`config.mk`:
```
export PLATFORM = sky130hd
export DESIGN_NAME = input_buffer
export DESIGN_NICKNAME = d
export VERILOG_FILES = /design/src/rtl/input_buffer_pkg.sv /design/src/rtl/sync_fifo.sv /design/src/rtl/input_buffer.sv
export SDC_FILE = /design/constraint.sdc
export NUM_CORES = 1
export LEC_CHECK = 0
export CAP_MARGIN = 20
export CORE_MARGIN = 1
export CORE_UTILIZATION = 50
export CTS_BUF_LIST = sky130_fd_sc_hd__clkbuf_2
export DETAILED_ROUTE_END_ITERATION = 8
export GPL_TIMING_DRIVEN = 0
export PLACE_DENSITY = 0.66
export SLEW_MARGIN = 20
export SYNTH_ARGS = -nofsm -noshare
export SYNTH_HDL_FRONTEND = slang
export SYNTH_HIERARCHICAL = 1
export SYNTH_SLANG_ARGS = --single-unit
```
`constraint.sdc`:
```
create_clock -name clk -period 5.44 [get_ports clk]
set_input_delay 0.544 -clock clk [delete_from_list [all_inputs] [get_ports clk]]
set_output_delay 0.544 -clock clk [all_outputs]
set_load 0.02 [all_outputs]
```
`src/rtl/input_buffer_pkg.sv`:
```
// Shared definitions for the MCU-to-FPGA input path.
// MCU_WORD_WIDTH is the one definition of the MCU word, common to both directions.
package input_buffer_pkg;

    localparam int MCU_WORD_WIDTH     = 16;
    localparam int FIFO_DEPTH_DEFAULT = 8;

    // Pointer width for a power-of-two FIFO; never narrower than one bit.
    function automatic int ptr_width(input int depth);
        return (depth > 1) ? $clog2(depth) : 1;
    endfunction

endpackage

```
`src/rtl/sync_fifo.sv`:
```
// Single-clock first-word-fall-through FIFO with occupancy count.
// Writes while full and reads while empty are ignored.
module sync_fifo
    import input_buffer_pkg::*;
#(
    parameter int WIDTH = MCU_WORD_WIDTH,
    parameter int DEPTH = FIFO_DEPTH_DEFAULT
) (
    input  logic                       clk,
    input  logic                       reset,
    input  logic                       wr_en,
    input  logic [WIDTH-1:0]           wr_data,
    input  logic                       rd_en,
    output logic [WIDTH-1:0]           rd_data,
    output logic                       full,
    output logic                       empty,
    output logic [$clog2(DEPTH+1)-1:0] count
);

    localparam int AW = ptr_width(DEPTH);
    localparam int CW = $clog2(DEPTH + 1);
    localparam logic [CW-1:0] FULL_COUNT = CW'(DEPTH);

    logic [WIDTH-1:0] mem [DEPTH];
    logic [AW-1:0]    wr_ptr;
    logic [AW-1:0]    rd_ptr;
    logic [CW-1:0]    count_q;
    logic             do_wr;
    logic             do_rd;

    assign full  = (count_q == FULL_COUNT);
    assign empty = (count_q == '0);
    assign do_wr = wr_en && !full;
    assign do_rd = rd_en && !empty;
    assign count = count_q;

    // Head word is forced to zero while empty so the output is defined from reset.
    assign rd_data = empty ? '0 : mem[rd_ptr];

    always_ff @(posedge clk) begin
        if (reset) begin
            wr_ptr  <= '0;
            rd_ptr  <= '0;
            count_q <= '0;
        end else begin
            if (do_wr) wr_ptr <= wr_ptr + 1'b1;
            if (do_rd) rd_ptr <= rd_ptr + 1'b1;
            case ({do_wr, do_rd})
                2'b10:   count_q <= count_q + 1'b1;
                2'b01:   count_q <= count_q - 1'b1;
                default: count_q <= count_q;
            endcase
        end
    end

    always_ff @(posedge clk) begin
        if (do_wr) mem[wr_ptr] <= wr_data;
    end

endmodule

```
`src/rtl/input_buffer.sv`:
```
// MCU-to-FPGA command path: four-phase rts/cts capture into a FIFO,
// presented downstream as a valid/ready stream.
module input_buffer
    import input_buffer_pkg::*;
#(
    parameter int WIDTH = MCU_WORD_WIDTH,
    parameter int DEPTH = FIFO_DEPTH_DEFAULT
) (
    input  logic                       clk,
    input  logic                       reset,
    input  logic                       enable,
    input  logic [WIDTH-1:0]           mcu_data,
    input  logic                       mcu_rts,
    output logic                       cts,
    output logic [WIDTH-1:0]           out_data,
    output logic                       out_valid,
    input  logic                       out_ready,
    output logic [$clog2(DEPTH+1)-1:0] count
);

    typedef enum logic {
        IDLE = 1'b0,
        ACK  = 1'b1
    } hs_state_e;

    hs_state_e state;
    hs_state_e state_next;
    logic      rts_meta;
    logic      rts_s;
    logic      cts_q;
    logic      cts_next;
    logic      wr_en;
    logic      fifo_full;
    logic      fifo_empty;

    always_ff @(posedge clk) begin
        if (reset) begin
            rts_meta <= 1'b0;
            rts_s    <= 1'b0;
        end else begin
            rts_meta <= mcu_rts;
            rts_s    <= rts_meta;
        end
    end

    always_ff @(posedge clk) begin
        if (reset) begin
            state <= IDLE;
            cts_q <= 1'b0;
        end else begin
            state <= state_next;
            cts_q <= cts_next;
        end
    end

    // mcu_data is only sampled on the IDLE->ACK edge, when rts_s guarantees it is stable.
    // Once in ACK the handshake runs to completion regardless of enable or full.
    always_comb begin
        state_next = state;
        cts_next   = cts_q;
        wr_en      = 1'b0;
        case (state)
            IDLE: begin
                if (rts_s && enable && !fifo_full) begin
                    state_next = ACK;
                    cts_next   = 1'b1;
                    wr_en      = 1'b1;
                end
            end
            ACK: begin
                if (!rts_s) begin
                    state_next = IDLE;
                    cts_next   = 1'b0;
                end
            end
            default: begin
                state_next = IDLE;
                cts_next   = 1'b0;
            end
        endcase
    end

    assign cts = cts_q;

    // Downstream handshake: a word transfers on every edge where out_valid && out_ready;
    // out_valid never waits on out_ready, and out_ready while empty is ignored.
    sync_fifo #(
        .WIDTH (WIDTH),
        .DEPTH (DEPTH)
    ) u_fifo (
        .clk     (clk),
        .reset   (reset),
        .wr_en   (wr_en),
        .wr_data (mcu_data),
        .rd_en   (out_ready),
        .rd_data (out_data),
        .full    (fifo_full),
        .empty   (fifo_empty),
        .count   (count)
    );

    assign out_valid = !fifo_empty;

endmodule

```
Word-level counts from Yosys, hierarchy flattened
Memory sizes are Yosys's and may differ from the RTL's. A register that Yosys moved wholly into a read port is not among the register bits.
Cells that the tools add are included.
{ "totals": {"ff_bits": 14, "ram_bits": 128, "inputBits": 21, "output_inout_bits": 22, "word_cells": 40, "mem_count": 1} }
{ "classes": {"addsub": 4, "eq_ne": 5, "muxes": 13, "bitwise": 1, "reduce_logical": 9} }
{ "mem_list": {"columns": ["name", "words", "word_bits", "rd", "rd_clocked_by_memory_dff", "write_ports", "line", "source"], "rows": [
  ["u_fifo.mem", 8, 16, 1, 1, 1, "sync_fifo.sv:24", "logic [WIDTH-1:0] mem [DEPTH];"]
]} }
{ "op_table": {"columns": ["op", "n"], "rows": [
  ["16-bit 2-to-1 mux", 1],
  ["4-bit one-hot mux with 2 select lines", 1],
  ["1-bit 2-to-1 mux", 7],
  ["3-bit by 1-bit adder with 3-bit output (second input constant)", 2],
  ["3-bit 2-to-1 mux", 2],
  ["4-bit by 1-bit adder with 4-bit output (second input constant)", 1],
  ["4-bit equality test (second input constant)", 1],
  ["1-bit logical AND", 4],
  ["4-bit zero test", 1],
  ["2-bit inequality test (second input constant)", 2],
  ["1-bit one-hot mux with 2 select lines", 2],
  ["4-bit by 1-bit subtractor with 4-bit output (second input constant)", 1],
  ["2-bit by 1-bit equality test with 1-bit output (second input constant)", 1],
  ["2-bit equality test (second input constant)", 1],
  ["1-bit zero test", 2],
  ["2-bit AND reduction", 1],
  ["2-bit nonzero test", 1],
  ["1-bit NOT", 1]
]} }

Logic depth before layout (Yosys ltp)
{ "depth": {"ltp_word": 8, "ltp_mapped": 13, "ltp_nobuf": 11} }

By module
Netlist, hierarchy kept.
{ "modules_own_cells": {"columns": ["module", "n_inst", "cells_each", "area_per_inst_um2", "seq_area_each_um2"], "rows": [
  ["sync_fifo", 1, 276, 5557.8, 4103.9],
  ["input_buffer", 1, 14, 146.4, 80.1]
]} }

Least setup slack after synthesis
Ideal clock, no wire load.
{ "synth_timing": {"path_kind": "flip-flop to flip-flop", "startpoint": "register u_fifo.count_q[0] (netlist: u_fifo/count[0])", "endpoint": "memory u_fifo/mem[0][0] (netlist name), enable pin", "setup_time_ns": 0.430, "arrival_time_ns": 3.082, "t_required_ns": 5.010, "slack_ns": 1.928, "stages_incl_launch_ff": 7, "n_path_buf": 1, "period_less_slack_ns": 3.512, "cell_sequence": "dfxtp_1 > or4b_1 > buf_6 > inv_1 > and4bb_1 > nand2_8 > nor4_1"} }
{ "synth_via": {"elab_chain_cells": 8} }
{ "synth_lines": {"columns": ["element", "line", "source"], "rows": [
  ["from (decl)", "sync_fifo.sv:27", "logic [CW-1:0] count_q;"],
  ["from (signal assigned)", "sync_fifo.sv:49", "2'b10: count_q <= count_q + 1'b1;"],
  ["from (signal assigned)", "sync_fifo.sv:50", "2'b01: count_q <= count_q - 1'b1;"],
  ["from (signal assigned)", "sync_fifo.sv:51", "default: count_q <= count_q;"],
  ["4-bit equality test", "sync_fifo.sv:31", "assign full = (count_q == FULL_COUNT);"],
  ["via fifo_full", "input_buffer.sv:33", "logic fifo_full;"],
  ["1-bit zero test", "input_buffer.sv:64", "if (rts_s && enable && !fifo_full) begin"],
  ["1-bit logical AND", "input_buffer.sv:64", null],
  ["1-bit 2-to-1 mux", "input_buffer.sv:64", null],
  ["1-bit 2-to-1 mux", "input_buffer.sv:62", "case (state)"],
  ["via wr_en", "input_buffer.sv:32", "logic wr_en;"],
  ["1-bit logical AND", "sync_fifo.sv:33", "assign do_wr = wr_en && !full;"],
  ["1-bit 2-to-1 mux", "sync_fifo.sv:57", "if (do_wr) mem[wr_ptr] <= wr_data;"],
  ["1-bit 2-to-1 mux (not written as such)", "sync_fifo.sv:57", null],
  ["to (decl)", "sync_fifo.sv:24", null]
]} }
The timed path passes the listed nets, and every way through them passes these cells.

Worst setup path after layout
{ "layout_timing": {"startpoint": "register u_fifo.count_q[1] (netlist: u_fifo/count[1])", "endpoint": "output out_data[8]"} }
{ "layout_via": {"elab_chain_cells": 2} }
{ "layout_lines": {"columns": ["element", "line", "source"], "rows": [
  ["4-bit zero test", "sync_fifo.sv:32", "assign empty = (count_q == '0);"],
  ["via fifo_empty", "input_buffer.sv:34", "logic fifo_empty;"],
  ["16-bit 2-to-1 mux", "sync_fifo.sv:38", "assign rd_data = empty ? '0 : mem[rd_ptr];"],
  ["to (decl)", "input_buffer.sv:15", "output logic [WIDTH-1:0] out_data,"]
]} }
The timed path passes the listed nets, and every way through them passes these cells.

==> results_tabular.tex <==
\begin{tabular}{lr}
\hline
Metric & Value \\
\hline
\multicolumn{2}{l}{\textbf{Run status}} \\
\quad Outcome & finished, final reports clean \\
\multicolumn{2}{l}{\textbf{Yosys}} \\
\quad Register area share after synthesis & 0.733 \\
\quad Mean post-synth cell area & 19.7 µm² \\
\quad Cell count after synthesis & 290 \\
\quad YS warnings & 6 \\
\quad Yosys cell types & 39 \\
\quad Number of flip-flops and latches in the synthesized netlist & 145 \\
\quad Fraction of post-synthesis cell area in the top cell type by area & 0.674 \\
\quad Cell Area, Synth & 5700 µm² \\
\quad Most area-hungry cell type in the Yosys netlist & sky130\_fd\_sc\_hd\_\_edfxtp\_1 \\
\quad Net count after synthesis & 316 \\
\quad Top area cells in the synthesized netlist & sky130\_fd\_sc\_hd\_\_edfxtp\_1, sky130\_fd\_sc\_hd\_\_mux4\_2, sky130\_fd\_sc\_hd\_\_dfxtp\_1 \\
\multicolumn{2}{l}{\textbf{Cells and area}} \\
\quad Area occupied by registers & 4180 µm² \\
\quad Final core utilization & 0.608 \\
\quad Layout overhead on the synthesized area & 17.2\% \\
\quad Most frequent cells in the layout & sky130\_fd\_sc\_hd\_\_edfxtp\_1, sky130\_fd\_sc\_hd\_\_clkdlybuf4s50\_1, sky130\_fd\_sc\_hd\_\_mux4\_2, sky130\_fd\_sc\_hd\_\_nor2\_1, sky130\_fd\_sc\_hd\_\_mux2i\_1 \\
\quad Total area of multi-input combinational cells & 1460 µm² \\
\quad Fraction of final layout cells with drive strength greater than 1 & 0.265 \\
\quad Fill count & 820 \\
\quad Most common cell after layout, fill and taps aside & sky130\_fd\_sc\_hd\_\_edfxtp\_1 \\
\quad Layout Nets & 390 \\
\multicolumn{2}{l}{\textbf{Worst hold path}} \\
\quad Critical hold path startpoint & mcu\_rts \\
\quad Tightest Hold Check Type & input port to register \\
\quad Hold Crit Depth & 2 \\
\quad Hold Path Sink & rts\_meta \\
\multicolumn{2}{l}{\textbf{Routing}} \\
\quad Pre-Repair DR Iteration Count & 5 \\
\quad Violation count after the first detailed-route iteration & 127 \\
\quad Final routed wirelength across all metal layers & 10.1 mm \\
\quad Antenna Nets Post-Route & 0 \\
\quad Via count of the routed design & 2,821 \\
\quad Number of design rule violations left after detail routing & 0 \\
\quad Routed vias/inst & 5.45 \\
\quad Final routed wire length divided by cell count & 19.5 µm \\
\multicolumn{2}{l}{\textbf{Global routing}} \\
\quad Total routing resource utilization after global routing & 0.192 \\
\quad Antenna violations before repair & 1 \\
\quad Global-route wire length before repair & 15.7 mm \\
\quad Vias in the first global route & 2,892 \\
\quad GRT overflow & 0 \\
\quad Pin count of the biggest net entering global routing & 17 \\
\multicolumn{2}{l}{\textbf{Setup path}} \\
\quad Family with the most delay on the worst path & buffers and inverters \\
\quad Kind of critical path & register to output port \\
\quad Worst reg2reg endpoint & u\_fifo/count[3] \\
\quad Series of cell instances along the critical path & buf\_6 > nor4\_4 > clkbuf\_1 > nor2\_1 > clkdlybuf4s50\_1 \\
\quad Highest cell delay on the worst timing path & 740 ps \\
\quad Count of buffering cells on the critical path with inverters included & 3 \\
\quad Launch point of the worst reg-to-reg path & u\_fifo/count[1] \\
\quad Path depth of the worst reg2reg path & 12 \\
\quad Type of origin of the critical path & register \\
\quad Critical path arrival & 3060 ps \\
\quad CP max FO & 10 \\
\quad Element type at the critical path end & output port \\
\quad Setup slack of the worst register-to-register path & 2270 ps \\
\quad Slowest cell on crit path & sky130\_fd\_sc\_hd\_\_nor4\_4 \\
\quad Required arrival time at the worst endpoint & 4900 ps \\
\multicolumn{2}{l}{\textbf{Clock network}} \\
\quad Clock Latency Late Sink & 690 ps \\
\quad Num CTS Buffers & 17 \\
\quad Max clock buf depth & 2 \\
\quad CTS Root Buffer Type & sky130\_fd\_sc\_hd\_\_clkbuf\_2 \\
\quad Post-CTS setup-driven buffer insertion count & 0 \\
\quad Clock tree from TritonCTS & built \\
\quad Clock Sink Count & 145 \\
\quad Resized Gates After CTS & 0 \\
\quad Number of levels in the clock H-tree & 4 \\
\quad CTS Hold Bufs & 0 \\
\quad Clock input transition at the sequential cells of the worst setup and hold paths & 220 ps \\
\multicolumn{2}{l}{\textbf{Die}} \\
\quad Starting density of the core & 0.519 \\
\quad I/O pin total & 43 \\
\quad DIE AREA & 11,800 µm² \\
\quad Y dimension of the die & 109 µm \\
\quad Number of cell rows & 38 \\
\quad Width of the chip & 109 µm \\
\quad Core Region & 11,000 µm² \\
\multicolumn{2}{l}{\textbf{Timing}} \\
\quad Slew margin rel. & 0.444 \\
\quad Tightest Pin Transition & 834 ps \\
\quad Setup repair after global routing missed its margin & no \\
\quad Part of the cycle the worst path needs & 0.662 \\
\quad Tmin final & 3600 ps \\
\quad Pins over their slew limit & 0 \\
\quad Hold Fails Final Rpt & 0 \\
\quad Fmax achieved & 0.278 GHz \\
\quad Clock skew & 41.5 ps \\
\quad Setup TNS & 0 ps \\
\quad Final setup violating endpoints & 0 \\
\multicolumn{2}{l}{\textbf{Placed design}} \\
\quad Dpl hpwl & 6.86 mm \\
\quad Final estimated routing congestion in global placement & 0.679 \\
\quad Port bufs & 42 \\
\multicolumn{2}{l}{\textbf{Job}} \\
\quad Max-Cap Viols & 0 \\
\multicolumn{2}{l}{\textbf{Power and ir drop}} \\
\quad PwrDens & 376 nW/µm² \\
\quad Largest vdd supply drop & 213 µV \\
\quad P\_leak & 2.11 nW \\
\hline
\end{tabular}
## sequential cells by signal (all words and copies together) (netlist names), named ones only
name,count
u_fifo/rd_ptr,3
state,1
rts_meta,1
rts_s,1
u_fifo/count,4
u_fifo/wr_ptr,3
u_fifo/mem,128
cts,1
## cell families after synthesis
logic type	count (synthesis)	share of synthesized area
fa+ha+maj	5	0.0110
mux	52	0.162
flops	145	0.733
xor+xnor	7	0.0121
buf+inv	17	0.0160
simple gates	56	0.0559
compound gates	8	0.00965
## power by group
| group | total, mW | internal [mW] | switching, mW |
|---|---|---|---|
| clock network | 0.546 | 0.134 | 0.412 |
| registers | 1.25 | 1.23 | 0.0221 |
| logic | 0.714 | 0.351 | 0.363 |
## worst max path at each step
stage / to / startpoint / cells past startpoint
floorplan: u_fifo/mem[0][0] / u_fifo/count[0] / 6
global placement: u_fifo/mem[0][6] / enable / 4
detailed placement: u_fifo/count[3] / u_fifo/count[1] / 12
CTS: out_data[8] / u_fifo/count[1] / 5
global route: out_data[7] / register / 6
finish: out_data[8] / u_fifo/count[1] / 5
## Yosys cell counts, drive strengths merged
library cell / instances
o21ai: 1
clkbuf: 4
nor3b: 1
buf: 10
xor2: 6
a21oi: 5
mux2i: 18
inv: 3
nand2: 4
nand3b: 1
or4b: 1
nor2: 29
edfxtp: 128
xnor2: 1
nor4b: 1
mux4: 32
mux2: 2
dfxtp: 17
o41ai: 1
ha: 5
nand3: 3
a41oi: 1
and4bb: 1
nor3: 5
nor4: 2
nor2b: 4
or3: 1
nand2b: 3
## through the flow
step	total power [mW]	hold slack, ps	setup WS, ps	instances	instance area, µm²
floorplan	1.74	414	1930	290	5700
global placement	1.99	432	515	472	6300
detailed placement	2.00	439	2300	485	6470
CTS	2.55	327	1730	517	6680
global route	2.64	332	1590	518	6680
finish	2.51	389	1840	518	6680
## worst register-to-register path, stage by stage, from the launching register on
cell                       delay [ps]
sky130_fd_sc_hd__dfxtp_1          370
sky130_fd_sc_hd__buf_6            130
sky130_fd_sc_hd__or4b_1           530
sky130_fd_sc_hd__buf_6            160
sky130_fd_sc_hd__inv_1             60
sky130_fd_sc_hd__and4bb_1         330
sky130_fd_sc_hd__nand2_8          160
sky130_fd_sc_hd__ha_1             240
sky130_fd_sc_hd__clkbuf_1         190
sky130_fd_sc_hd__nor4b_1          370
sky130_fd_sc_hd__a41oi_1           80
sky130_fd_sc_hd__o41ai_1          110
sky130_fd_sc_hd__mux2_1           350
## final cells by class
type | instances | area share
Tap cell | 140 | 0.0262
Inverter | 3 | 0.00169
Antenna cell | 1 | 0.000374
Buffer | 14 | 0.0120
Multi-Input combinational cell | 128 | 0.219
Clock inverter | 15 | 0.0191
Clock buffer | 17 | 0.0127
Sequential cell | 145 | 0.626
Timing Repair Buffer | 55 | 0.0829
## routing by layer
metal / global-route usage / vias up / routed length, µm
li1: - / 1307 / -
met4: 0.0792 / 0 / 200
met5: 0 / - / 0
met1: 0.243 / 1440 / 4330
met2: 0.317 / 60 / 5230
met3: 0.0502 / 14 / 367
Note: power is estimated with default switching activity, not from simulation.
